`src/rtl/uart_rx_ctrl.sv`:
```
// UART receive controller: start detect, mid-bit sampling, configurable word/parity/stop,
// with parity, framing and overrun flags and a one-cycle read handshake.
`timescale 1ns/1ps
module uart_rx_ctrl #(
  parameter int CLKS_PER_BIT = 16,
  parameter int DATA_BITS    = 8,
  parameter int PARITY_EN    = 0,
  parameter int PARITY_ODD   = 0,
  parameter int STOP_BITS    = 1
) (
  input  logic                 clk,
  input  logic                 rst,
  input  logic                 serial_in,
  input  logic                 data_read,
  output logic [DATA_BITS-1:0] rx_data,
  output logic                 data_ready,
  output logic                 framing_error,
  output logic                 parity_error,
  output logic                 overrun_error,
  output logic                 busy
);

  localparam int TW = $clog2(CLKS_PER_BIT);
  localparam int CW = $clog2(DATA_BITS + 3);
  localparam logic [TW-1:0] HALF_LOAD = TW'(CLKS_PER_BIT / 2 - 1);
  localparam logic [TW-1:0] FULL_LOAD = TW'(CLKS_PER_BIT - 1);

  typedef enum logic [2:0] {IDLE, START_CHK, DATA, PARITY, STOP, LOAD} state_e;

  state_e                 state_q;
  logic [TW-1:0]          timer_q;
  logic [CW-1:0]          bit_cnt_q;
  logic [DATA_BITS-1:0]   shift_q;
  logic                   prev_rx_q;
  logic                   frame_perr_q;
  logic                   frame_ferr_q;
  logic [DATA_BITS-1:0]   rx_data_q;
  logic                   data_ready_q;
  logic                   framing_error_q;
  logic                   parity_error_q;
  logic                   overrun_error_q;
  logic                   busy_q;

  logic sample_tick;
  logic parity_exp;

  assign sample_tick = (timer_q == '0);
  // Expected parity bit value; shift_q holds the complete word while in PARITY.
  assign parity_exp  = (^shift_q) ^ (PARITY_ODD != 0);

  always_ff @(posedge clk) begin
    if (rst) begin
      state_q         <= IDLE;
      timer_q         <= '0;
      bit_cnt_q       <= '0;
      shift_q         <= '0;
      prev_rx_q       <= 1'b0;
      frame_perr_q    <= 1'b0;
      frame_ferr_q    <= 1'b0;
      rx_data_q       <= '0;
      data_ready_q    <= 1'b0;
      framing_error_q <= 1'b0;
      parity_error_q  <= 1'b0;
      overrun_error_q <= 1'b0;
      busy_q          <= 1'b0;
    end else begin
      prev_rx_q <= serial_in;

      // NOTE: non-blocking assignments everywhere, so every term reads pre-edge values.
      if (data_read && state_q != LOAD) begin
        data_ready_q    <= 1'b0;
        framing_error_q <= 1'b0;
        parity_error_q  <= 1'b0;
        overrun_error_q <= 1'b0;
      end

      case (state_q)
        IDLE: begin
          if (prev_rx_q && !serial_in) begin
            state_q      <= START_CHK;
            timer_q      <= HALF_LOAD;
            frame_perr_q <= 1'b0;
            frame_ferr_q <= 1'b0;
            busy_q       <= 1'b1;
          end
        end
        START_CHK: begin
          if (!sample_tick) begin
            timer_q <= timer_q - 1'b1;
          end else if (serial_in) begin
            state_q <= IDLE;
            busy_q  <= 1'b0;
          end else begin
            state_q   <= DATA;
            timer_q   <= FULL_LOAD;
            bit_cnt_q <= '0;
          end
        end
        DATA: begin
          if (!sample_tick) begin
            timer_q <= timer_q - 1'b1;
          end else begin
            shift_q <= {serial_in, shift_q[DATA_BITS-1:1]};
            timer_q <= FULL_LOAD;
            if (bit_cnt_q == CW'(DATA_BITS - 1)) begin
              bit_cnt_q <= '0;
              state_q   <= (PARITY_EN != 0) ? PARITY : STOP;
            end else begin
              bit_cnt_q <= bit_cnt_q + 1'b1;
            end
          end
        end
        PARITY: begin
          if (!sample_tick) begin
            timer_q <= timer_q - 1'b1;
          end else begin
            frame_perr_q <= serial_in ^ parity_exp;
            timer_q      <= FULL_LOAD;
            state_q      <= STOP;
          end
        end
        STOP: begin
          if (!sample_tick) begin
            timer_q <= timer_q - 1'b1;
          end else begin
            if (!serial_in) frame_ferr_q <= 1'b1;
            timer_q <= FULL_LOAD;
            if (bit_cnt_q == CW'(STOP_BITS - 1)) begin
              state_q <= LOAD;
            end else begin
              bit_cnt_q <= bit_cnt_q + 1'b1;
            end
          end
        end
        LOAD: begin
          state_q <= IDLE;
          busy_q  <= 1'b0;
          // A bad frame leaves the previous word and its ready flag untouched.
          if (frame_ferr_q) begin
            framing_error_q <= 1'b1;
            parity_error_q  <= 1'b0;
          end else begin
            rx_data_q       <= shift_q;
            data_ready_q    <= 1'b1;
            parity_error_q  <= frame_perr_q;
            framing_error_q <= 1'b0;
            if (data_read)         overrun_error_q <= 1'b0;
            else if (data_ready_q) overrun_error_q <= 1'b1;
          end
        end
        default: begin
          state_q <= IDLE;
          busy_q  <= 1'b0;
        end
      endcase
    end
  end

  assign rx_data       = rx_data_q;
  assign data_ready    = data_ready_q;
  assign framing_error = framing_error_q;
  assign parity_error  = parity_error_q;
  assign overrun_error = overrun_error_q;
  assign busy          = busy_q;

endmodule

```
`config.mk`:
```
export PLATFORM = sky130hd
export DESIGN_NAME = uart_rx_ctrl
export DESIGN_NICKNAME = d
export VERILOG_FILES = /design/src/rtl/uart_rx_ctrl.sv
export SDC_FILE = /design/constraint.sdc
export NUM_CORES = 1
export LEC_CHECK = 0
export BUFFER_PORTS_ARGS = -buffer_cell sky130_fd_sc_hd__buf_2
export CORE_UTILIZATION = 60
export CTS_BUF_LIST = sky130_fd_sc_hd__clkbuf_8
export DETAILED_ROUTE_END_ITERATION = 6
export GPL_TIMING_DRIVEN = 0
export PLACE_DENSITY_LB_ADDON = 0.3
export SLEW_MARGIN = 15
export SYNTH_ARGS = -nofsm -noshare
export SYNTH_HDL_FRONTEND = slang
export SYNTH_SLANG_ARGS = --single-unit
```
`constraint.sdc`:
```
create_clock -name clk -period 2.6 [get_ports clk]
set_clock_uncertainty 0.1 [all_clocks]
set_input_delay 0.39 -clock clk [delete_from_list [all_inputs] [get_ports clk]]
set_output_delay 0.39 -clock clk [all_outputs]
set_load 0.005 [all_outputs]
```
## Word-level counts from Yosys, hierarchy flattened

Cells that the tools add are included.

| cells by class | value |
|---|---|
| add/sub/neg operators | 2 |
| equal/unequal tests | 19 |
| mux-type cells | 44 |
| bitwise logic cells | 3 |
| reductions and logical operators | 21 |

Operators by type and width:

| cell | number |
|---|---|
| two-way mux 4 bit | 10 |
| one-hot mux 4 bit (3 select lines) | 2 |
| inequality test 2 bit (second input constant) | 11 |
| two-way mux 3 bit | 7 |
| two-way mux 1 bit | 20 |
| one-hot mux 3 bit (5 select lines) | 1 |
| zero test 4 bit | 2 |
| AND reduction 4 bit | 2 |
| parity 8 bit | 1 |
| AND reduction 7 bit | 1 |
| == test 3 x 2 -> 1 bit (second input constant) | 2 |
| == test 3 bit (second input constant) | 2 |
| inequality test 3 bit (second input constant) | 2 |
| AND reduction 3 bit | 2 |
| AND reduction 6 bit | 1 |
| nonzero test 2 bit | 3 |
| nonzero test 3 bit | 2 |
| adder 4 x 1 -> 4 bit (second input constant) | 1 |
| == test 4 x 3 -> 1 bit (second input constant) | 1 |
| one-hot mux 1 bit (2 select lines) | 2 |
| AND reduction 2 bit | 2 |
| subtractor 4 x 1 -> 4 bit (second input constant) | 1 |
| == test 3 x 1 -> 1 bit (second input constant) | 1 |
| zero test 3 bit | 1 |
| other kinds (7) | 9 |

| storage, ports and cells | value |
|---|---|
| register bits after elaboration | 35 |
| bits of input ports | 4 |

## Longest topological paths before layout

| depth | value |
|---|---|
| word-level depth | 7 |
| gate-level depth with buffers | 7 |

## Worst setup path before layout

OpenSTA, ideal clock, no wires.

| path | value |
|---|---|
| kind | register -> register |
| start point | reg bit_cnt_q[0] |
| end point | reg bit_cnt_q[3] |
| library setup time | 0.070 ns |
| arrival | 1.798 ns |
| setup slack | 0.632 ns |
| cell stages (with the launch flop) | 8 |
| period minus slack after synthesis | 1.968 ns |
| path through | dfxtp_1 -> inv_1 -> ha_1 -> nor3b_1 -> nor3b_1 -> o311ai_1 -> or4_1 -> a21oi_1 |

| on the way | value |
|---|---|
| word-level cells in the longest chain between the ends | 4 |

RTL lines:

| element | RTL line | text |
|---|---|---|
| from (decl) | 32 | `logic [CW-1:0] bit_cnt_q;` |
| from (signal assigned) | 109 | `bit_cnt_q <= bit_cnt_q + 1'b1;` |
| from (signal assigned) | 131 | `bit_cnt_q <= bit_cnt_q + 1'b1;` |
| adder 4 x 1 -> 4 bit or == test 4 x 3 -> 1 bit (tied branches) | 109, 131, 105 |  |
| two-way mux 4 bit, on equally long branches | 128, 105 |  |
| two-way mux 4 bit, on equally long branches | 123, 100 |  |
| one-hot mux 4 bit (3 select lines) | 77 | `case (state_q)` |

Parallel ways exist; a longest one is shown, timed or not. The select of a mux whose other input is x is not followed.
A chain may end at the register's enable or synchronous reset.

## Final worst setup path

| path | value |
|---|---|
| start point | reg timer_q[0] |
| end point | reg bit_cnt_q[3] |

| on the way | value |
|---|---|
| word-level cells in the longest chain between the ends | 3 |

RTL lines:

| element | RTL line | text |
|---|---|---|
| from (decl) | 31 | `logic [TW-1:0] timer_q;` |
| from (signal assigned) | 89 | `timer_q <= timer_q - 1'b1;` |
| from (signal assigned) | 101 | `timer_q <= timer_q - 1'b1;` |
| from (signal assigned) | 115 | `timer_q <= timer_q - 1'b1;` |
| zero test 4 bit (*) | 47 | `assign sample_tick = (timer_q == '0);` |
| inequality test 2 bit (no source line) | -- |  |
| AND reduction 6 bit (no source line) (*) | -- |  |

Every way passes the cells marked *; elsewhere a longest branch is shown, timed or not.

==> run summary <==
Tot GR Track Use - 27.4%
ys flop type - dfxtp_1
max-cap violation count - 0
layout cell share with drive strength beyond 1 - 13.4%
area used by multi-input combinational logic - 930 um^2
DRC - 0
top post-synthesis cells by area - dfxtp_1 (41%), mux2i_1 (6.5%), a21oi_1 (6.2%)
area growth from synthesis to final layout - 11.7%
post-synthesis cell type count - 45
pre-CTS setup slack - 0.393 ns
CTS Hold Bufs - 0
pwr/cell area - 545 nW/um^2
TritonCTS Sinks - 35
placed inst area - 1810 um^2
# rows - 18
required time of the critical path - 2.72 ns
top-count cell post-synth - dfxtp_1
Reg2Reg Setup Slack - 0.37 ns
synthesized area - 1700 um^2
final count of negative-setup-slack endpoints - 0
final core occ - 73.8%
Inst Count DP - 246
fill cell count - 202
VDD IR max - 0.000573 V
vias in the first global route - 1288
Clock Tree Root - clkbuf_8
headroom to the max-slew limit - 55.4%
Fin. Hold Viols - 0
routed len/inst - 14.5 um
design area - 1890 um^2
port bufs - 15
Arr. time, crit path - 2.35 ns
Tcrit/Tclk final - 85.7%
status - finished clean
Yosys reg bits - 35
H-tree depth - 2
RSZ-0062 raised after global routing - no
sequential area share after synthesis - 41.3%
Layout Nets - 230
DIE AREA - 3040 um^2
Hold Path Class - input port to flip-flop
crit end category - flip-flop
FFs w/ async S/R, synth - 0%
first-pass GRT wire length - 5680 um
setup ws final - 0.371 ns
Vert. Die Dim - 55.2 um
Synth Warn # - 0
# resized after CTS - 0
Finished Layout Cells - 254
synthesized net count - 208
setup bufs post-CTS - 0
TNS Setup - 0 ns
Gate Count Post-Synth - 201
register area - 701 um^2
initial antenna violation count - 0
Final Slew Violations - 0
core area - 2570 um^2
CP Max Fanout - 10
HPWL after DPL - 2560 um
vias - 1532
Critical Path Start Type - flip-flop
clock tree buffer depth - 2
1st-pass router iterations - 4
synth cell count leaders - dfxtp_1 (35), nor2_1 (28), nand2_1 (23), a21oi_1 (21), mux2i_1 (11)
Tmin final - 2.23 ns
final WL - 3690 um
largest net degree at the start of global routing - 12
fmax - 449 MHz
Lkg Pwr - 0.000777 uW
Routed Antenna Nets - 0
vias per cell - 6.03
antenna fix cells - 0
CTS tree - yes
area leader, netlist - dfxtp_1
clk_lat worst skew - 0.29 ns
DR iter-0 viols - 63
Die Span X - 55.2 um
Slew @ Worst Pin - 0.667 ns
Initial Util - 66.1%
cts bufs inserted - 5
clk slew on worst S/H paths - 0.07 ns
EDFF count, synth - 0
Final Wtd Congestion - 0.909
top-area cell type share of the netlist area - 41.3%
Avg Inst Size Synth - 8.44 um^2
I/O pin total - 17
Overflow after GRT - 0
critical path type - flip-flop to flip-flop
[stage by stage]
stage	total power, uW	hold slack (ns)
after floorplan	637	0.353
after global placement	656	0.341
after detailed placement	660	0.343
after CTS	1040	0.311
after global routing	1070	0.332
final	1030	0.318
[final timing paths]
check,depth (start not counted),end,from
min reg2reg,2,rx_data[0]$_SDFFE_PP0P_,rx_data[0]$_SDFFE_PP0P_
max reg2reg,6,bit_cnt_q[3]$_SDFFE_PP0P_,timer_q[0]$_SDFFE_PP0P_
min,3,overrun_error$_SDFF_PP0_,data_read
max,6,bit_cnt_q[3]$_SDFFE_PP0P_,timer_q[0]$_SDFFE_PP0P_
[layout make-up]
class / count / area share [%]
buffer: 10 / 2.11
clock buffer: 5 / 3.63
clock inverter: 3 / 0.859
inverter: 7 / 1.39
multi-input combinational: 149 / 49.1
sequential: 35 / 37.0
tap: 30 / 1.98
timing repair buffer: 15 / 3.96
[worst max-delay path, stage by stage, from the launching register on]
cell,delay [ns]
dfxtp_1,0.34
inv_1,0.08
ha_1,0.23
nor3b_4,0.43
o311ai_1,0.28
or4_1,0.55
a21oi_1,0.15
[per-layer routing]
metal	vias to the layer above	track usage [%]	routed length (um)
met1	728	32.0	1590
met4	0	15.4	92
met3	10	9.56	216
met2	45	43.4	1790
li1	749	-	-
met5	-	0	0
[logic make-up (layout without fill, tap and decap cells)]
| family | count (synthesis) | after routing | share of synthesized area [%] |
|---|---|---|---|
| adders and majority gates | 3 | 3 | 2.21 |
| and+or+nand+nor | 82 | 82 | 24.3 |
| AOI/OAI and AO/OA | 44 | 44 | 16.2 |
| muxes | 12 | 12 | 7.15 |
| xor gates and xnor gates | 8 | 8 | 4.94 |
| DFF | 35 | 35 | 41.3 |
| buffers and inverters | 17 | 40 | 3.91 |
[registers in the layout, summed over array words and instances, names as in the netlist]
signal,count
busy,1
parity_error,1
timer_q,4
shift_q,8
prev_rx_q,1
rx_data,8
data_ready,1
framing_error,1
frame_perr_q,1
bit_cnt_q,4
frame_ferr_q,1
overrun_error,1
state_q,3
[layout by cell type, fill, tap and decap left out, types with 5 or more instances in the layout]
cell type  netlist  routed
xnor2_1          6       6
buf_2            2      17
dfxtp_1         35      35
a21oi_1         21      21
mux2i_1         11      11
nor3_1           5       5
clkbuf_1         7       7
nand2_1         23      23
nor2_1          28      28
inv_1            7       8
clkbuf_8         0       5
[power by group]
group / total (uW) / switching [uW] / internal (uW)
clock: 384 / 201 / 183
combinational: 95.3 / 56.7 / 38.7
sequential: 554 / 8.90 / 545
Note: power is estimated with default switching activity, not from simulation.
